## src/rtl/rf_wb_pkg.sv

```systemverilog
//------------------------------------------------------------------------------
// Module  : rf_wb_pkg
// Purpose : Shared definitions for the register-file writeback arbiter.
//           Default widths, the architectural zero register index and the
//           grant-state type of the 2-input round-robin arbiter.
// Ports   : none (package)
// Rev     : 1.0  initial release
//------------------------------------------------------------------------------
`default_nettype none

package rf_wb_pkg;

   localparam int        XLEN_DEF = 32;
   localparam int        AW_DEF   = 5;
   localparam logic [4:0] REG_ZERO = 5'd0;

   // Encodes which requester received the most recent grant.
   typedef enum logic [0:0] {
      LAST0 = 1'b0,
      LAST1 = 1'b1
   } grant_state_t;

endpackage

`default_nettype wire

```

## src/rtl/rf_wb_arbiter_rr_arb2.sv

```systemverilog
//------------------------------------------------------------------------------
// Module  : rr_arb2
// Purpose : Two-input round-robin arbiter. A lone requester is always granted;
//           when both request, the one that did not win last is granted.
//           The last-grant state only moves on an actual grant.
// Ports   : clk     in   rising-edge clock
//           areset  in   asynchronous active-high reset (last grant = req1)
//           req     in   [1:0] request vector
//           gnt     out  [1:0] grant vector, one-hot or zero (combinational)
// Rev     : 1.0  initial release
//------------------------------------------------------------------------------
`default_nettype none

module rr_arb2
   import rf_wb_pkg::*;
(
   input  logic       clk,
   input  logic       areset,
   input  logic [1:0] req,
   output logic [1:0] gnt
);

   grant_state_t r_state;
   grant_state_t w_state_nxt;

   // Reset to LAST1 so that req0 wins the first contested cycle.
   always_ff @(posedge clk or posedge areset) begin
      if (areset) begin
         r_state <= LAST1;
      end else begin
         r_state <= w_state_nxt;
      end
   end

   always_comb begin
      gnt         = 2'b00;
      w_state_nxt = r_state;
      case (req)
         2'b01:   gnt = 2'b01;
         2'b10:   gnt = 2'b10;
         2'b11:   gnt = (r_state == LAST0) ? 2'b10 : 2'b01;
         default: gnt = 2'b00;
      endcase
      if (gnt[0]) begin
         w_state_nxt = LAST0;
      end else if (gnt[1]) begin
         w_state_nxt = LAST1;
      end
   end

endmodule

`default_nettype wire

```

## src/rtl/rf_wb_arbiter.sv

```systemverilog
//------------------------------------------------------------------------------
// Module  : rf_wb_arbiter
// Purpose : Shares the register file's single write port between two
//           writeback requesters (req0 = ALU/jump, req1 = load/CSR).
//           Round-robin grant, one registered output stage (latency 1),
//           writes to x0 acknowledged but dropped, saturating counter of
//           cycles in which both requesters were valid.
// Config  : RF_WB_BYPASS_EN - adds a forwarding mux that returns the write
//           currently on the register-file port to the two read ports.
// Ports   : clk, areset                 clock / async active-high reset
//           req0_valid/addr/data/ready  requester 0 handshake
//           req1_valid/addr/data/ready  requester 1 handshake
//           rf_we, rf_waddr, rf_wdata   register-file write port (WE3/A3/WD3)
//           conflict_cnt                saturating both-valid cycle count
//           byp_a1/a2, byp_rd1/rd2      (bypass) reg_file read address/data
//           fwd_rd1/rd2                 (bypass) forwarded read data
// Rev     : 1.0  initial release
//------------------------------------------------------------------------------
`default_nettype none

module rf_wb_arbiter
   import rf_wb_pkg::*;
#(
   parameter int XLEN  = XLEN_DEF,
   parameter int AW    = AW_DEF,
   parameter int CNT_W = 16
) (
   input  logic             clk,
   input  logic             areset,
   input  logic             req0_valid,
   input  logic [AW-1:0]    req0_addr,
   input  logic [XLEN-1:0]  req0_data,
   output logic             req0_ready,
   input  logic             req1_valid,
   input  logic [AW-1:0]    req1_addr,
   input  logic [XLEN-1:0]  req1_data,
   output logic             req1_ready,
   output logic             rf_we,
   output logic [AW-1:0]    rf_waddr,
   output logic [XLEN-1:0]  rf_wdata,
`ifdef RF_WB_BYPASS_EN
   input  logic [AW-1:0]    byp_a1,
   input  logic [AW-1:0]    byp_a2,
   input  logic [XLEN-1:0]  byp_rd1,
   input  logic [XLEN-1:0]  byp_rd2,
   output logic [XLEN-1:0]  fwd_rd1,
   output logic [XLEN-1:0]  fwd_rd2,
`endif
   output logic [CNT_W-1:0] conflict_cnt
);

   localparam logic [AW-1:0]    c_zero_addr = AW'(REG_ZERO);
   localparam logic [CNT_W-1:0] c_cnt_max   = {CNT_W{1'b1}};

   logic [1:0]      w_req;
   logic [1:0]      w_gnt;
   logic            w_any_gnt;
   logic            w_write;
   logic [AW-1:0]   w_sel_addr;
   logic [XLEN-1:0] w_sel_data;
   logic            w_conflict;

   assign w_req = {req1_valid, req0_valid};

   rr_arb2 u_arb (
      .clk    (clk),
      .areset (areset),
      .req    (w_req),
      .gnt    (w_gnt)
   );

   assign req0_ready = w_gnt[0];
   assign req1_ready = w_gnt[1];

   assign w_sel_addr = w_gnt[1] ? req1_addr : req0_addr;
   assign w_sel_data = w_gnt[1] ? req1_data : req0_data;
   assign w_any_gnt  = |w_gnt;

   // A grant to x0 completes the handshake but never reaches the port.
   assign w_write    = w_any_gnt && (w_sel_addr != c_zero_addr);
   assign w_conflict = req0_valid && req1_valid;

   // Output stage: rewritten every cycle; address/data hold when no write
   // is issued so the port does not toggle needlessly.
   always_ff @(posedge clk or posedge areset) begin
      if (areset) begin
         rf_we    <= 1'b0;
         rf_waddr <= '0;
         rf_wdata <= '0;
      end else begin
         rf_we <= w_write;
         if (w_write) begin
            rf_waddr <= w_sel_addr;
            rf_wdata <= w_sel_data;
         end
      end
   end

   always_ff @(posedge clk or posedge areset) begin
      if (areset) begin
         conflict_cnt <= '0;
      end else if (w_conflict && (conflict_cnt != c_cnt_max)) begin
         conflict_cnt <= conflict_cnt + CNT_W'(1);
      end
   end

`ifdef RF_WB_BYPASS_EN
   // Forward the write sitting on the port this cycle; x0 always reads the
   // register file value (which is zero).
   always_comb begin
      fwd_rd1 = byp_rd1;
      fwd_rd2 = byp_rd2;
      if (rf_we && (rf_waddr == byp_a1) && (byp_a1 != c_zero_addr)) begin
         fwd_rd1 = rf_wdata;
      end
      if (rf_we && (rf_waddr == byp_a2) && (byp_a2 != c_zero_addr)) begin
         fwd_rd2 = rf_wdata;
      end
   end
`endif

endmodule

`default_nettype wire

```

## config.mk

```make
export PLATFORM = sky130hd
export DESIGN_NAME = rf_wb_arbiter
export DESIGN_NICKNAME = d
export VERILOG_FILES = /design/src/rtl/rf_wb_pkg.sv /design/src/rtl/rf_wb_arbiter_rr_arb2.sv /design/src/rtl/rf_wb_arbiter.sv
export SDC_FILE = /design/constraint.sdc
export NUM_CORES = 1
export LEC_CHECK = 0
export CAP_MARGIN = 10
export CELL_PAD_IN_SITES_DETAIL_PLACEMENT = 1
export CELL_PAD_IN_SITES_GLOBAL_PLACEMENT = 2
export CORE_ASPECT_RATIO = 0.8
export CORE_MARGIN = 3
export CORE_UTILIZATION = 23
export CTS_BUF_LIST = sky130_fd_sc_hd__clkbuf_4 sky130_fd_sc_hd__clkbuf_8
export CTS_CLUSTER_DIAMETER = 40
export DETAILED_ROUTE_END_ITERATION = 16
export PLACE_DENSITY_LB_ADDON = 0.3
export SETUP_SLACK_MARGIN = 0.2
export SKIP_CTS_REPAIR_TIMING = 1
export SYNTH_ARGS = -nofsm -noshare
export SYNTH_HDL_FRONTEND = slang
export SYNTH_SLANG_ARGS = --single-unit
export TNS_END_PERCENT = 5
```

## constraint.sdc

```tcl
create_clock -name clk -period 2 [get_ports clk]
set_input_delay 0.4 -clock clk [delete_from_list [all_inputs] [get_ports clk]]
set_output_delay 0.4 -clock clk [all_outputs]
set_load 0.02 [all_outputs]
```

==> flow_summary.toml <==
[power_and_ir_drop]
power.net_switching_w = 0.00108
power.share.sequential_pct = 41.2
power-per-cell-area_nw_per_um2 = 735
comb_power_share_pct = 35.5
worst_ir_drop_vdd_uv = 408
clock_network_fraction_of_total_power_pct = 23.3
cellLeakagePower_nw = 2.13
internal-power_w = 0.00239
sw_frac_of_total_pct = 31.2

[timing]
timing.hold.ws_ps = 349
finClkSkew_ps = 8.75
final-max-slew-violation-count = 0
setup-violations-final = 33
finalHoldViolations = 0
rsz0062_at_grt = "true"
final.min_clock_period_ps = 2150
timing.final.crit_share_pct = 107
setup_ws_ps = -149
max_slew.worst_pin.slew_ps = 340
maxClockFrequency_ghz = 0.465
slew_headroom_pct = 77.0
setup_tns_ps = -3970

[logic_synthesis]
synth_top_cells_by_area = "dfrtp_1 49%, mux2_2 27%, xor2_1 2.8%, mux2i_1 2.2%, nand4_1 1.6%"
synth_seq_area_share_pct = 49.8
dominantRegCellSynth = "dfrtp_1"
synth-warning-count = 0
average_cell_area_after_synthesis_um2 = 12.9
yosysTopAreaCell = "dfrtp_1"
synth-edff-count = 0
synth_cell_count_leaders = "66 x mux2_2, 54 x dfrtp_1, 9 x nor2_1, 9 x xor2_1"
synth-async-reset-ratio_pct = 100
synth_fp_nets = 294
post-synth-top-count-cell = "mux2_2"
yosys_register_bits = 55
cell_area_synth_um2 = 2770
synth_largest_type_area_fraction_pct = 48.8
synth.distinct_cells = 34
post_synth_inst_count = 215

[layout]
seq_area_um2 = 1380
drive_gt1_share_pct = 31.2
fillerInstances = 1265
synthToLayoutAreaGrowth_pct = 70.5
multi_input_logic_area_um2 = 1350
num-nets-final = 459
utilization_pct = 40.5
num_antenna_cells = 0

[place]
gp_congestion = 0.787
dpl.hpwl_um = 6960
port_buffers = 133

[floorplanning]
std_cell_rows = 35
die-area_um2 = 13400
io_pins = 134
floorplan.die.height_um = 104
die_x_um = 129
core_area_um2 = 11600
initial_core_util_pct = 23.8

[setup_path]
required_arrival_time_at_the_worst_endpoint_ps = 2210
critical_path.startpoint = "req0_addr[0]"
critPathKind = "in2reg"
r2r_slack_ps = -120
worstPathArrival_ps = 2360
setup_crit_end_kind = "flip-flop"
critPathLaunchType = "input port"
rr_startpoint = "u_arb.r_state"
critical_path_peak_fanout = 16

[clock_tree]
tritoncts_clock_tree = "built"
worstSkewPairLatency_ps = 320
cts.path.max_buffers = 2
clk_transition_reported_paths_ps = 110
cts.sinks = 55
cts-buffers-inserted = 5
h_tree_depth = 2
cts.root.buffer_cell = "clkbuf_8"

[status]
failed_checks = "negative setup slack"
result_of_the_run = "finished, violations left"

[detailed_routing]
detailedRoute.firstPassIterationCount = 4
detail_route.wl_per_cell_um = 17.3
postRouteAntennaNets = 0
drt-total-wl_um = 9140
vias = 2380
drc = 0
drt_iter0_drc = 63
drt-vias-per-instance = 4.50

[global_routing]
total_grt_overflow = 0
vias_in_the_first_global_route = 2478
grt_first_pass_wirelength_um = 13600
grt_start_max_net_pins = 35
grt_usage_pct = 12.9
grt_antenna_before_repair = 0

[run]
maxCapViolations = 0

[worst_hold_path]
timing.hold.worst.class = "in2async"
## metal layers
| layer | track usage, % | vias to the layer above | share of wire (%) |
|---|---|---|---|
| met5 | 0 | - | 0 |
| met4 | 3.82 | 0 | 1.5 |
| met3 | 3.13 | 10 | 5.1 |
| met2 | 21.2 | 60 | 49 |
| met1 | 16.6 | 1194 | 44 |
| li1 | - | 1116 | - |
## power by group through the flow
stage | combinational, W | sequential (W) | clock [W]
floorplan | 0.000362 | 0.00164 | 0
global placement | 0.00120 | 0.00144 | 0
detailed placement | 0.00122 | 0.00145 | 0
CTS | 0.00122 | 0.00143 | 0.000856
global route | 0.00131 | 0.00146 | 0.000897
finish | 0.00123 | 0.00143 | 0.000809
## placed cells by master (no fill, tap or decap), drive strengths merged
cell,n
a21oi,1
nor4b,2
nand2,7
nand3b,2
nor4,4
nand4,7
mux2,67
o2111ai,1
o2bb2ai,3
or2,1
clkdlybuf4s50,114
ha,1
inv,4
nand3,6
and4,1
xnor2,4
mux2i,6
and2,1
a31oi,3
or4,1
dlymetal6s2s,17
o31ai,1
o211ai,2
dfstp,1
nor3,5
buf,33
dfrtp,54
o21ai,3
clkbuf,8
bufinv,1
xor2,9
a21boi,1
nor3b,1
nor2,9
## worst paths after layout
check / cells after the start / end
max in group asynchronous: 3 / u_arb.r_state
hold reg to reg: 1 / conflict_cnt[8]
hold / removal: 2 / conflict_cnt[10]
setup reg to reg: 6 / rf_wdata[25]
setup / recovery: 6 / rf_wdata[25]
min in group clk: 3 / u_arb.r_state
## metrics by stage
stage          worst slack, ps  instances  area [µm²]  total power, W
4_1_cts                   -382        521        4570         0.00351
3_5_place_dp              -489        513        4450         0.00267
3_3_place_gp              -448        513        4450         0.00264
5_1_grt                   -172        529        4720         0.00367
2_1_floorplan            -48.6        215        2780         0.00200
6_report                  -149        529        4720         0.00347
## critical path, stage by stage
cell and delay (ps):
clkdlybuf4s50_1 460, or4_4 570, o31ai_4 230, buf_6 160
clkbuf_16 190, mux2_2 350
## layout make-up
| type | count | share of cell area [%] |
|---|---|---|
| Tap cell | 148 | 3.92 |
| Multi-Input combinational cell | 149 | 28.7 |
| Inverter | 3 | 0.239 |
| Sequential cell | 55 | 29.2 |
| Timing Repair Buffer | 166 | 35.4 |
| Clock buffer | 6 | 1.75 |
| Clock inverter | 2 | 0.822 |
## kinds of logic (layout without fill, tap and decap cells)
logic type | after synthesis | in the layout | share of synthesized area, %
simple gates | 47 | 47 | 9.49
mux | 73 | 73 | 29.4
xor+xnor | 13 | 13 | 4.11
flops | 55 | 55 | 49.8
compound gates | 15 | 15 | 4.38
buf+inv | 11 | 177 | 2.35
fa+ha+maj | 1 | 1 | 0.452
## registers in the layout, summed over array words and instances (netlist names)
name	flops
conflict_cnt	16
rf_waddr	5
rf_wdata	32
u_arb.r_state	1
rf_we	1
Power figures use the tool's default switching activity.
